==> src/rtl/gpio_cond_pkg.sv <==
// Shared constants and parameter-legality helpers for the GPIO input conditioner.
package gpio_cond_pkg;

  localparam int unsigned GPIO_COND_MAX_IO   = 32;
  localparam int unsigned GPIO_COND_MIN_SYNC = 2;
  localparam int unsigned GPIO_COND_MAX_SYNC = 3;

  function automatic bit gpio_cond_io_ok(input int unsigned io_num);
    return (io_num >= 1) && (io_num <= GPIO_COND_MAX_IO);
  endfunction

  function automatic bit gpio_cond_sync_ok(input int unsigned sync_stages);
    return (sync_stages >= GPIO_COND_MIN_SYNC) && (sync_stages <= GPIO_COND_MAX_SYNC);
  endfunction

endpackage

==> src/rtl/gpio_in_conditioner_if.sv <==
// Pad-side inputs and CoreGPIO-side outputs of the input conditioner.
interface gpio_in_conditioner_if #(
  parameter int unsigned IO_NUM       = 8,
  parameter int unsigned DB_CNT_WIDTH = 4
);
  logic [IO_NUM-1:0]       PAD_IN;
  logic [DB_CNT_WIDTH-1:0] DB_LIMIT;
  logic [IO_NUM-1:0]       GPIO_IN;
  logic [IO_NUM-1:0]       RISE;
  logic [IO_NUM-1:0]       FALL;
  logic                    CHANGE;

  modport master (
    output PAD_IN, DB_LIMIT,
    input  GPIO_IN, RISE, FALL, CHANGE
  );

  modport slave (
    input  PAD_IN, DB_LIMIT,
    output GPIO_IN, RISE, FALL, CHANGE
  );
endinterface

==> src/rtl/gpio_in_debounce_bit.sv <==
// One conditioned bit: synchroniser chain, run-length debounce counter,
// filtered level and registered rise/fall event flops.
module gpio_in_debounce_bit #(
  parameter int unsigned SYNC_STAGES  = 2,
  parameter int unsigned DB_CNT_WIDTH = 4
) (
  input  logic                    clk,
  input  logic                    rst_n,
  input  logic                    pad_in,
  input  logic [DB_CNT_WIDTH-1:0] db_limit,
  output logic                    filt_o,
  output logic                    rise_o,
  output logic                    fall_o
);

  logic [SYNC_STAGES-1:0]  sync_q, sync_d;
  logic [DB_CNT_WIDTH-1:0] cnt_q, cnt_d;
  logic                    filt_q, filt_d;
  logic                    rise_q, rise_d;
  logic                    fall_q, fall_d;
  logic                    s;

  assign s = sync_q[SYNC_STAGES-1];

  always_comb begin
    sync_d = {sync_q[SYNC_STAGES-2:0], pad_in};
    filt_d = filt_q;
    cnt_d  = cnt_q;
    rise_d = 1'b0;
    fall_d = 1'b0;
    // >= rather than == so a lowered limit mid-run still terminates the count
    if (s == filt_q) begin
      cnt_d = '0;
    end else if (cnt_q >= db_limit) begin
      filt_d = s;
      cnt_d  = '0;
      rise_d = s;
      fall_d = ~s;
    end else begin
      cnt_d = cnt_q + 1'b1;
    end
  end

  always_ff @(posedge clk or negedge rst_n) begin
    if (!rst_n) begin
      sync_q <= '0;
      cnt_q  <= '0;
      filt_q <= 1'b0;
      rise_q <= 1'b0;
      fall_q <= 1'b0;
    end else begin
      sync_q <= sync_d;
      cnt_q  <= cnt_d;
      filt_q <= filt_d;
      rise_q <= rise_d;
      fall_q <= fall_d;
    end
  end

  assign filt_o = filt_q;
  assign rise_o = rise_q;
  assign fall_o = fall_q;

endmodule

==> src/rtl/gpio_in_conditioner.sv <==
// Per-bit pad synchroniser and debouncer feeding CoreGPIO GPIO_IN, with
// one-cycle rise/fall events and a combined CHANGE flag.
module gpio_in_conditioner
  import gpio_cond_pkg::*;
#(
  parameter int unsigned IO_NUM       = 8,
  parameter int unsigned SYNC_STAGES  = 2,
  parameter int unsigned DB_CNT_WIDTH = 4
) (
  input  logic                  PCLK,
  input  logic                  PRESETN,
  gpio_in_conditioner_if.slave  bus
);

  if (!gpio_cond_io_ok(IO_NUM)) begin : g_bad_io_num
    $error("gpio_in_conditioner: IO_NUM %0d outside 1..%0d", IO_NUM, GPIO_COND_MAX_IO);
  end
  if (!gpio_cond_sync_ok(SYNC_STAGES)) begin : g_bad_sync
    $error("gpio_in_conditioner: SYNC_STAGES %0d must be 2 or 3", SYNC_STAGES);
  end

  logic [IO_NUM-1:0] filt_w;
  logic [IO_NUM-1:0] rise_w;
  logic [IO_NUM-1:0] fall_w;

  for (genvar i = 0; i < IO_NUM; i++) begin : g_bit
    gpio_in_debounce_bit #(
      .SYNC_STAGES  (SYNC_STAGES),
      .DB_CNT_WIDTH (DB_CNT_WIDTH)
    ) u_bit (
      .clk      (PCLK),
      .rst_n    (PRESETN),
      .pad_in   (bus.PAD_IN[i]),
      .db_limit (bus.DB_LIMIT),
      .filt_o   (filt_w[i]),
      .rise_o   (rise_w[i]),
      .fall_o   (fall_w[i])
    );
  end

  assign bus.GPIO_IN = filt_w;
  assign bus.RISE    = rise_w;
  assign bus.FALL    = fall_w;
  assign bus.CHANGE  = |(rise_w | fall_w);

endmodule

==> src/flat_wrapper.sv <==
// flat-port wrapper written by rule: the top's interface ports become plain ports
module gpio_in_conditioner_flat import gpio_cond_pkg::*;
#(
  parameter int unsigned IO_NUM       = 8,
  parameter int unsigned SYNC_STAGES  = 2,
  parameter int unsigned DB_CNT_WIDTH = 4
)
  (PCLK, PRESETN, bus_PAD_IN, bus_DB_LIMIT, bus_GPIO_IN, bus_RISE, bus_FALL, bus_CHANGE);
  gpio_in_conditioner_if #(.IO_NUM(IO_NUM), .DB_CNT_WIDTH(DB_CNT_WIDTH)) bus_i ();
  input  logic PCLK;
  input  logic PRESETN;
  input wire logic [$bits(bus_i.PAD_IN)-1:0] bus_PAD_IN;
  input wire logic [$bits(bus_i.DB_LIMIT)-1:0] bus_DB_LIMIT;
  output wire logic [$bits(bus_i.GPIO_IN)-1:0] bus_GPIO_IN;
  output wire logic [$bits(bus_i.RISE)-1:0] bus_RISE;
  output wire logic [$bits(bus_i.FALL)-1:0] bus_FALL;
  output wire logic [$bits(bus_i.CHANGE)-1:0] bus_CHANGE;
  assign bus_i.PAD_IN = bus_PAD_IN;
  assign bus_i.DB_LIMIT = bus_DB_LIMIT;
  assign bus_GPIO_IN = bus_i.GPIO_IN;
  assign bus_RISE = bus_i.RISE;
  assign bus_FALL = bus_i.FALL;
  assign bus_CHANGE = bus_i.CHANGE;
  gpio_in_conditioner #(.IO_NUM(IO_NUM), .SYNC_STAGES(SYNC_STAGES), .DB_CNT_WIDTH(DB_CNT_WIDTH)) u_core (.PCLK(PCLK), .PRESETN(PRESETN), .bus(bus_i));
endmodule
==> config.mk <==
export PLATFORM = sky130hd
export DESIGN_NAME = gpio_in_conditioner_flat
export DESIGN_NICKNAME = d
export VERILOG_FILES = /design/src/rtl/gpio_cond_pkg.sv /design/src/rtl/gpio_in_conditioner_if.sv /design/src/rtl/gpio_in_debounce_bit.sv /design/src/rtl/gpio_in_conditioner.sv /design/src/flat_wrapper.sv
export SDC_FILE = /design/constraint.sdc
export NUM_CORES = 1
export LEC_CHECK = 0
export BUFFER_PORTS_ARGS = -buffer_cell sky130_fd_sc_hd__buf_2
export CORE_MARGIN = 2
export CORE_UTILIZATION = 45
export CTS_CLUSTER_SIZE = 25
export DETAILED_ROUTE_END_ITERATION = 12
export SLEW_MARGIN = 10
export SYNTH_ARGS = -nofsm -noshare
export SYNTH_HDL_FRONTEND = slang
export SYNTH_SLANG_ARGS = --single-unit
==> constraint.sdc <==
create_clock -name PCLK -period 2.89 [get_ports PCLK]
set_input_delay 0.578 -clock PCLK [delete_from_list [all_inputs] [get_ports PCLK]]
set_output_delay 0.578 -clock PCLK [all_outputs]
set_load 0.02 [all_outputs]
==> results.sh <==
export IMPL_status="finished clean"
export IMPL_cts_resized=0
export IMPL_min_path_type="in2async"
export IMPL_cp_cell_sequence="nor4_1 > nand4_1 > buf_2"
export IMPL_synthTopCellsByCount="72 x dfrtp_1, 40 x ha_1, 32 x nor2_1"
export IMPL_rr_endpoint="u_core.g_bit[7].u_bit.filt_o"
export IMPL_wl_met3_um=241
export IMPL_cpMaxStageDelayCell="nor4_1"
export IMPL_die_height_um=95.0
export IMPL_ys_flop_type="dfrtp_1"
export IMPL_row_count=33
export IMPL_multi_input_area_um2=1700
export IMPL_cap_violations=0
export IMPL_path_class="reg2out"
export IMPL_grt_total_usage=0.156
export IMPL_ant_nets=0
export IMPL_overflow=0
export IMPL_clk_pin_slew_worst_paths_ns=0.08
export IMPL_routed_wl_um=6190
export IMPL_numCtsBuffers=9
export IMPL_period_needed_ns=2.15
export IMPL_r2r_slack_ns=1.05
export IMPL_postCtsSetupBuffers=0
export IMPL_slew_headroom=0.684
export IMPL_die_w_um=95.0
export IMPL_syn_area_per_cell_um2=12.9
export IMPL_start_util=0.458
export IMPL_place_area_um2=3880
export IMPL_yosys_warnings=0
export IMPL_synth_edff_count=0
export IMPL_finalMaxSlewViolations=0
export IMPL_rsz0062_at_grt="no"
export IMPL_p_leak_nw=2.04
export IMPL_coreArea_um2=8130
export IMPL_endpoint_kind="primary output"
export IMPL_nFillCells=712
export IMPL_ios=39
export IMPL_final_setup_tns_ns=0
export IMPL_grt_max_degree=39
export IMPL_min_period_over_period=0.742
export IMPL_synth_seq_area_share=0.484
export IMPL_portBuffers=38
export IMPL_critPathLaunchType="register"
export IMPL_max_freq_ghz=0.466
export IMPL_finalHoldViolCount=0
export IMPL_num_vias=2100
export IMPL_worst_r2r_path_depth=6
export IMPL_arrival_ns=1.57
export IMPL_wl_met2_um=2950
export IMPL_skew_ns=0.00686
export IMPL_place_gp_congestion=0.780
export IMPL_wl_met1_um=2880
export IMPL_dieArea_um2=9020
export IMPL_netlist_top_cells_area="dfrtp_1 48%, ha_1 13%, a2111oi_4 5.9%, buf_4 4.8%, xor2_1 3.8%"
export IMPL_nNetsFinal=369
export IMPL_ys_types=18
export IMPL_path_max_fanout=2
export IMPL_cts_htree_levels=3
export IMPL_clk_latency_ns=0.35
export IMPL_regArea_um2=1800
export IMPL_cts_root_buf="clkbuf_8"
export IMPL_first_global_vias=2183
export IMPL_cpPeakStageDelay_ns=0.45
export IMPL_place_hpwl_um=4490
export IMPL_yosys_register_bits=72
export IMPL_r2r_start="u_core.g_bit[7].u_bit.cnt_q[0]"
export IMPL_cts_sinks=72
export IMPL_viasPerCell=4.94
export IMPL_required_ns=2.31
export IMPL_syn_area_um2=3730
export IMPL_setup_viol=0
export IMPL_ir_drop_v=0.000398
export IMPL_power_density_nw_per_um2=846
export IMPL_synth_fp_nets=342
export IMPL_post_route_cells_drive_above_1_share=0.297
export IMPL_dr_max_layer_used="met4"
export IMPL_worstMarginPinSlew_ns=0.474
export IMPL_avgRoutedWirePerCell_um=14.6
export IMPL_synthArstFlopShare=1.00
export IMPL_synth_most_common_cell="dfrtp_1"
export IMPL_grt_pass1_wl_um=10500
export IMPL_drtPass1Iterations=2
export IMPL_synth_top_area_cell="dfrtp_1"
export IMPL_cts_tree="yes"
export IMPL_fin_area_um2=4080
export IMPL_drc=0
export IMPL_clockBufferDepth=2
export IMPL_netlist_area_leader_share=0.484
export IMPL_area_growth_pct=9.50
export IMPL_drt_iter0_drc=15
export IMPL_power_mw=3.45
export IMPL_antenna_found_initial=0
export IMPL_antenna_diode_count=0
export IMPL_holdBufCountCts=0
export IMPL_syn_inst=288
cells by family after synthesis:
family,synth area share
multiplexers,0.0322
buffers and inverters,0.0594
adder cells (fa/ha/maj),0.134
AND/OR/NAND/NOR,0.148
flip-flops,0.484
AO/OA/AOI/OAI,0.0860
XOR/XNOR,0.0564
critical path, delay by kind of cell, from the launching register on:
family,cells,cell delay (ns)
flip-flops,1,0.38
buffers and inverters,1,0.20
AND/OR/NAND/NOR,2,0.63
per-stage QoR:
step	cells	setup WS, ns	utilization	hold WS [ns]
floorplan	288	0.975	-	0.282
global placement	409	0.634	0.477	0.332
detailed placement	409	0.639	0.477	0.336
CTS	425	0.682	0.502	0.275
global route	425	0.634	0.502	0.307
finish	425	0.745	0.502	0.265
worst max path at each step:
| stage | startpoint | endpoint | slack [ns] | cells after the start |
|---|---|---|---|---|
| floorplan | bus_DB_LIMIT[1] | u_core.g_bit[0].u_bit.filt_o | 0.98 | 5 |
| global placement | bus_DB_LIMIT[1] | u_core.g_bit[4].u_bit.filt_o | 0.63 | 6 |
| detailed placement | bus_DB_LIMIT[1] | u_core.g_bit[4].u_bit.filt_o | 0.64 | 6 |
| CTS | u_core.g_bit[0].u_bit.fall_o | bus_CHANGE | 0.68 | 3 |
| global route | u_core.g_bit[0].u_bit.fall_o | bus_CHANGE | 0.63 | 3 |
| finish | u_core.g_bit[4].u_bit.fall_o | bus_CHANGE | 0.74 | 3 |
cell usage in the layout (no fill, tap or decap), drive strengths merged:
cell type and n:
clkinvlp 1, clkinv 3, o21a 8, and3 8, nand4 1, ha 40
nor2 32, dfrtp 72, xor2 16, a2111oi 8, inv 11, or2 8
clkbuf 11, nand3 8, nor3b 16, nand2b 8, o21ai 8, bufinv 1
mux2 8, xnor2 8, buf 40, nor4 4
cell type report:
type	instances	area share
clock buffer	11	0.0347
clock inverter	5	0.0138
inverter	11	0.0101
multi-input combinational	181	0.417
sequential	72	0.442
tap	105	0.0322
timing repair buffer	40	0.0503
flip-flops by register name, summed over array words and instances, names as in the netlist:
signal                     cells
u_core.g_bit.u_bit.filt_o      8
u_core.g_bit.u_bit.cnt_q      32
u_core.g_bit.u_bit.fall_o      8
u_core.g_bit.u_bit.sync_q     16
u_core.g_bit.u_bit.rise_o      8
power by group:
part / internal [mW] / leakage [nW] / switching [mW]
sequential: 1.21 / 0.933 / 0.211
clock: 0.421 / 0.0993 / 0.374
combinational: 0.655 / 1.01 / 0.583
total: 2.28 / 2.04 / 1.17
metal layers:
| metal | vias up | GRT usage |
|---|---|---|
| li1 | 1020 | - |
| met1 | 1031 | 0.196 |
| met2 | 38 | 0.252 |
| met3 | 11 | 0.0431 |
| met4 | 0 | 0.0688 |
| met5 | - | 0 |
Note: power is estimated with default switching activity, not from simulation.
